--- src/rtl/led_matrix_scan.sv ---
// Column-multiplexed LED matrix scan driver: BCM bit planes per column, global
// brightness scaling and a glitch-free front/back frame buffer swap at frame end.
module led_matrix_scan #(
    parameter int COLS   = 16,
    parameter int ROWS   = 64,
    parameter int PIX_W  = 8,
    parameter int DIV    = 2,
    parameter int BASE_T = 4,
    localparam int CW = (COLS > 1) ? $clog2(COLS) : 1,
    localparam int RW = (ROWS > 1) ? $clog2(ROWS) : 1,
    localparam int AW = 1 + CW + RW
) (
    input  logic             clk_50,
    input  logic             rst,
    input  logic [7:0]       bright,
    input  logic             swap_req,
    output logic             swap_ack,
    output logic             frame_done,
    output logic             front_buf,
    output logic [AW-1:0]    rd_addr,
    input  logic [PIX_W-1:0] rd_data,
    output logic [CW-1:0]    cols,
    output logic             sdi,
    output logic             sclk,
    output logic             le,
    output logic             oe
);
    localparam int PW = (PIX_W > 1) ? $clog2(PIX_W) : 1;
    localparam int DW = $clog2(DIV);
    localparam int SW = $clog2((BASE_T << (PIX_W - 1)) + 1);

    typedef enum logic [1:0] {ST_SHIFT, ST_LATCH, ST_SHOW} state_t;

    state_t          state_q, state_d;
    logic [DW-1:0]   div_q;
    logic [1:0]      ph_q, ph_d;
    logic [RW-1:0]   row_q, row_d;
    logic [CW-1:0]   col_q, col_d, cols_q, cols_d;
    logic [PW-1:0]   plane_q, plane_d;
    logic [SW-1:0]   show_q, show_d, on_q, on_d;
    logic [AW-1:0]   addr_q, addr_d;
    logic            fb_q, fb_d, sdi_q, sdi_d, sclk_q, sclk_d;
    logic            le_q, le_d, oe_q, oe_d, done_q, done_d, ack_q, ack_d;
    logic            tick;
    logic [SW-1:0]   show_len, on_calc, on_cur;
    logic [SW+8:0]   on_prod;

    assign tick = (div_q == '0);

    // Full-width product so short planes are not truncated before the >>8.
    assign show_len = SW'(BASE_T) << plane_q;
    assign on_prod  = {9'd0, show_len} * {{SW{1'b0}}, ({1'b0, bright} + 9'd1)};
    assign on_calc  = SW'(on_prod >> 8);

    always_ff @(posedge clk_50) begin
        if (rst) begin
            div_q   <= '0;
            state_q <= ST_SHIFT;
            ph_q    <= '0;
            row_q   <= RW'(ROWS - 1);
            col_q   <= '0;
            plane_q <= '0;
            show_q  <= '0;
            on_q    <= '0;
            addr_q  <= '0;
            cols_q  <= '0;
            fb_q    <= 1'b0;
            sdi_q   <= 1'b0;
            sclk_q  <= 1'b0;
            le_q    <= 1'b0;
            oe_q    <= 1'b1;
            done_q  <= 1'b0;
            ack_q   <= 1'b0;
        end else begin
            div_q   <= (div_q == DW'(DIV - 1)) ? '0 : div_q + DW'(1);
            state_q <= state_d;
            ph_q    <= ph_d;
            row_q   <= row_d;
            col_q   <= col_d;
            plane_q <= plane_d;
            show_q  <= show_d;
            on_q    <= on_d;
            addr_q  <= addr_d;
            cols_q  <= cols_d;
            fb_q    <= fb_d;
            sdi_q   <= sdi_d;
            sclk_q  <= sclk_d;
            le_q    <= le_d;
            oe_q    <= oe_d;
            done_q  <= done_d;
            ack_q   <= ack_d;
        end
    end

    always_comb begin
        state_d = state_q;
        ph_d    = ph_q;
        row_d   = row_q;
        col_d   = col_q;
        plane_d = plane_q;
        show_d  = show_q;
        on_d    = on_q;
        addr_d  = addr_q;
        cols_d  = cols_q;
        fb_d    = fb_q;
        sdi_d   = sdi_q;
        sclk_d  = sclk_q;
        le_d    = le_q;
        oe_d    = oe_q;
        done_d  = 1'b0;
        ack_d   = 1'b0;
        // bright is captured on the first SHOW tick and held for the plane.
        on_cur  = (show_q == '0) ? on_calc : on_q;
        if (tick) begin
            case (state_q)
                ST_SHIFT: begin
                    oe_d = 1'b1;
                    le_d = 1'b0;
                    case (ph_q)
                        2'd0: begin
                            addr_d = {fb_q, col_q, row_q};
                            sclk_d = 1'b0;
                            ph_d   = 2'd1;
                        end
                        2'd1: begin
                            sdi_d = rd_data[plane_q];
                            ph_d  = 2'd2;
                        end
                        default: begin
                            sclk_d = 1'b1;
                            ph_d   = 2'd0;
                            if (row_q == '0) begin
                                row_d   = RW'(ROWS - 1);
                                state_d = ST_LATCH;
                            end else begin
                                row_d = row_q - RW'(1);
                            end
                        end
                    endcase
                end
                ST_LATCH: begin
                    le_d    = 1'b1;
                    sclk_d  = 1'b0;
                    oe_d    = 1'b1;
                    cols_d  = col_q;
                    show_d  = '0;
                    state_d = ST_SHOW;
                end
                ST_SHOW: begin
                    le_d = 1'b0;
                    on_d = on_cur;
                    oe_d = !(show_q < on_cur);
                    if (show_q == show_len - SW'(1)) begin
                        show_d  = '0;
                        state_d = ST_SHIFT;
                        if (plane_q == PW'(PIX_W - 1)) begin
                            plane_d = '0;
                            if (col_q == CW'(COLS - 1)) begin
                                col_d  = '0;
                                done_d = 1'b1;
                                if (swap_req) begin
                                    fb_d  = ~fb_q;
                                    ack_d = 1'b1;
                                end
                            end else begin
                                col_d = col_q + CW'(1);
                            end
                        end else begin
                            plane_d = plane_q + PW'(1);
                        end
                    end else begin
                        show_d = show_q + SW'(1);
                    end
                end
                default: state_d = ST_SHIFT;
            endcase
        end
    end

    assign swap_ack   = ack_q;
    assign frame_done = done_q;
    assign front_buf  = fb_q;
    assign rd_addr    = addr_q;
    assign cols       = cols_q;
    assign sdi        = sdi_q;
    assign sclk       = sclk_q;
    assign le         = le_q;
    assign oe         = oe_q;
endmodule

--- config.mk ---
export PLATFORM = sky130hd
export DESIGN_NAME = led_matrix_scan
export DESIGN_NICKNAME = d
export VERILOG_FILES = /design/src/rtl/led_matrix_scan.sv
export SDC_FILE = /design/constraint.sdc
export NUM_CORES = 1
export LEC_CHECK = 0
export ABC_CLOCK_PERIOD_IN_PS = 8200
export CAP_MARGIN = 20
export CORE_ASPECT_RATIO = 0.5
export CORE_MARGIN = 1.5
export CORE_UTILIZATION = 39
export CTS_CLUSTER_DIAMETER = 60
export DETAILED_ROUTE_END_ITERATION = 12
export GPL_ROUTABILITY_DRIVEN = 0
export SLEW_MARGIN = 20
export SYNTH_ARGS = -nofsm -noshare
export SYNTH_HDL_FRONTEND = slang
export SYNTH_SLANG_ARGS = --single-unit
--- constraint.sdc ---
create_clock -name clk_50 -period 8.2 [get_ports clk_50]
set_clock_uncertainty 0.2 [all_clocks]
set_input_delay 1.64 -clock clk_50 [delete_from_list [all_inputs] [get_ports clk_50]]
set_output_delay 1.64 -clock clk_50 [all_outputs]
set_load 0.03 [all_outputs]
==> results <==
- For this run, the slowest stage of the critical path takes 550 ps.
- The count of max-cap constraint violations is 0.
- The share of synthesized area in the top cell type comes to 0.216.
- The H-tree depth is 3.
- By area the synthesized netlist is led by dfxtp_1, fa_1, ha_1, inv_1, nand2_1.
- Dividing the final minimum period by the clock period gives 0.950.
- The net count after synthesis is 771.
- For this design the static power due to leakage is 2.79 nW.
- The first detailed-routing pass took 5 iterations.
- The final hold violation count is 0.
- The boundary pin count is 41.
- Counting flops and latches in the post-synthesis netlist gives 60.
- In the final design database the tool counted 810 nets.
- At the worst endpoint, the arrival time is 7840 ps.
- The number of standard cells in the final layout excluding fillers is 889.
- Broken down by cell family, the worst path's largest delay share belongs to adder cells.
- The first global-routing pass estimated 22000 microns of wire.
- The total vias in the final route is 4577.
- Derived from the worst setup path, the maximum achievable clock frequency is 0.128 GHz.
- The total of endpoints with negative setup slack in the final report is 0.
- For this run, the leading register cell type out of synthesis is dfxtp_1.
- After detailed routing, the total wire length is 12900 microns.
- At the worst endpoint, the required time is 8250 ps.
- The slack of the worst reg-to-reg path is 1480 ps.
- The total count of max-transition violations in the final report is 0.
- The instance count after placement with tap cells included is 873.
- Before CTS, the worst setup slack after placement is 87.6 ps.
- The classification of the worst-slack hold path is flop to flop.
- The core area is 0.0137 sq mm.
- Summed over all failing endpoints, the final setup total negative slack is 0 ps.
- The die height is 87.4 microns.
- The post-CTS repair timing setup buffer count is 0.
- The area of the die is 0.0150 sq mm.
- The power per standard cell area is 117 mW/mm^2.
- Of all flip-flops after synthesis, the portion carrying an async set or reset was 0.
- Counting stages on the worst path, the most repeated cell is fa_1.
- The number of antenna violations at the first check in global routing was 0.
- The worst slew margin relative to its limit is 0.414.
- The number of enable-type register cells in the synthesized netlist is 0.
- In the final layout, the share of cells above drive strength 1 is 0.0660.
- Once detailed placement completed, the half-perimeter wirelength came to 9840 microns.
- The count of distinct cell types in the synthesized netlist is 58.
- The final hold slack is 254 ps.
- The kind of start point of the critical path is a primary input.
- The critical path class is primary input to flop.
- In the post-route analysis, the smallest setup slack over all paths is 407 ps.
- The endpoint class of the critical path is a flop.
- Once detail routing completed, the nets flagged for antenna violations numbered 0.
- The root cell of the clock tree is clkbuf_16.
- The count of port buffers added during placement is 40.
- In the routed layout, each cell is associated on average with a via count of 5.15.
- The biggest fanout along the worst timing path is 5.
- After global routing the overflow that remains totals 0.
- The die is 172 microns wide.
- In the final routed layout, each cell accounts on average for 14.6 microns.
- Across every metal layer, demand over resource in global routing totals 0.184.
- For this run, the register share of the synthesized area comes to 0.216.
- The source of the worst hold timing path is row_q[0].
- Compared with the post-synthesis result, the final layout area differs by 16.8%.
- The number of global-route vias before repair is 4440.
- The count of routing violations after the opening detailed-route iteration is 265.
- Buffers inserted during clock tree synthesis total 9.
- The number of design rule violations left after detail routing is 0.
- The initial core utilization is 0.404.
- The count of buffer and inverter cells on the critical path is 4.
- In this run the worst setup path begins at bright[1].
- The flow ran to the end, and the final reports show no timing, DRC or antenna violations.
- For this run, the number of Yosys warnings is 0.
- The longest clock path from root to sink contains 2 buffers.
- The worst register-to-register path begins at plane_q[2].
- The count of clock tree sinks is 60.
- The slew of the pin with the lowest slew margin is 874 ps.
- The maximum ir drop on the vdd rail is 0.000124 V.
- The number of cells produced by synthesis is 653.
- The antenna diode count is 0.
- dfxtp_1 takes more of the synthesized area than any other cell.
- The CTS tree is done.
- The cell area that synthesis handed to floorplanning was 0.00555 sq mm.
- The mean instance size in the synthesized netlist is 8.50 sq um.
- The total power is 0.757 mW.
- Entering global routing, the biggest net connects 53 pins.
- The cell at the slowest stage of the critical path is fa_1.
- The standard-cell row count is 30.
- Fill cells in the final layout number 1390.
- Setup repair after global routing left no endpoint under its margin.
- For this design, the CTS-stage hold fixing added 0 buffers.
- The number of instances resized during post-cts repair is 0.
- Clock-pin slew was measured on the worst setup and hold paths at 50 ps.
- The clock latency at the later pin of the worst-skew pair is 320 ps.
- For the finished layout, the period the worst path requires is 7790 ps.
## state kept, by name (all words and copies together) (netlist names), 3 cells and up
register,count
rd_addr,11
on_q,10
show_q,10
row_q,6
col_q,4
cols,4
plane_q,3
## cells in the final DEF (no fill, tap or decap), types with 5 or more instances in the layout
master           synthesis  final
inv_1                   77     77
nand2_1                 64     64
nor2_1                  64     64
dfxtp_1                 60     60
ha_1                    58     58
fa_1                    41     41
clkdlybuf4s50_1          0     39
a21oi_1                 28     28
xor2_1                  22     22
nand3_1                 22     22
xnor2_1                 19     19
nand2b_1                16     16
mux2i_1                 15     15
nor2b_1                 13     13
o21ai_0                 12     12
nor3_1                  12     11
a211oi_1                11     11
buf_4                    0     11
clkbuf_16                0      9
nand4_1                  8      8
or2_2                    7      7
a21o_1                   6      6
and3_1                   5      5
## metrics by stage
stage | utilization | cell area, sq um
global route | 0.472 | 6480
finish | 0.472 | 6480
floorplan | - | 5550
CTS | 0.472 | 6480
detailed placement | 0.450 | 6180
global placement | 0.450 | 6180
## path summary, 6_finish.rpt
check	to	depth (start not counted)
worst max-delay path	oe	25
worst min-delay path	rd_addr[0]	2
worst max register to register	oe	23
worst min register to register	rd_addr[0]	2
## worst register-to-register path: stages, from the launching register on
cell	delay (ps)
dfxtp_1	750
nand2_1	450
or2_2	420
fa_1	480
inv_1	50
fa_1	450
ha_1	290
inv_1	50
fa_1	530
inv_1	50
ha_1	270
nor4bb_1	160
a311oi_1	510
o21bai_1	190
a21oi_1	290
xnor2_1	150
mux2i_1	100
ha_1	330
a21o_1	160
a21o_1	180
a211oi_1	210
o21ai_0	120
o211ai_1	100
a31oi_1	100
## final cells by class
type                    count  area [sq um]  share of cell area
multi-input cells         493          3970               0.613
flip-flops and latches     60          1200               0.185
repair buffers             51           478              0.0737
inverters                  77           289              0.0446
well taps                 192           240              0.0370
clock buffers              10           239              0.0369
clock inverters             6          63.8             0.00984
## cells in the mapped netlist (13+ instances only)
cell type,number
fa_1,41
nand3_1,22
nand2b_1,16
a21oi_1,28
xor2_1,22
mux2i_1,15
nor2_1,64
nand2_1,64
nor2b_1,13
dfxtp_1,60
clkbuf_1,18
xnor2_1,19
ha_1,58
inv_1,77
## cell families (layout without fill, tap and decap cells)
family | count (synthesis) | count (layout) | share of synthesized area
muxes | 18 | 18 | 0.0372
DFF | 60 | 60 | 0.216
xor gates and xnor gates | 41 | 41 | 0.0647
adders and majority gates | 99 | 99 | 0.279
and+or+nand+nor | 240 | 240 | 0.217
buffers and inverters | 100 | 144 | 0.0685
AOI/OAI and AO/OA | 95 | 95 | 0.118
## power by group
group | leakage (nW) | internal, mW | switching (mW)
clock network | 0.144 | 0.243 | 0.134
logic | 2.16 | 0.0322 | 0.0450
registers | 0.486 | 0.298 | 0.00497
total | 2.79 | 0.573 | 0.184
## routing by layer
layer	GRT usage	wire length (microns)	up-vias
met5	0	0	-
met4	0.0431	122	0
met3	0.0177	369	11
met2	0.294	5660	85
met1	0.269	6790	2195
li1	-	-	2286
(Power assumes the default switching activity.)
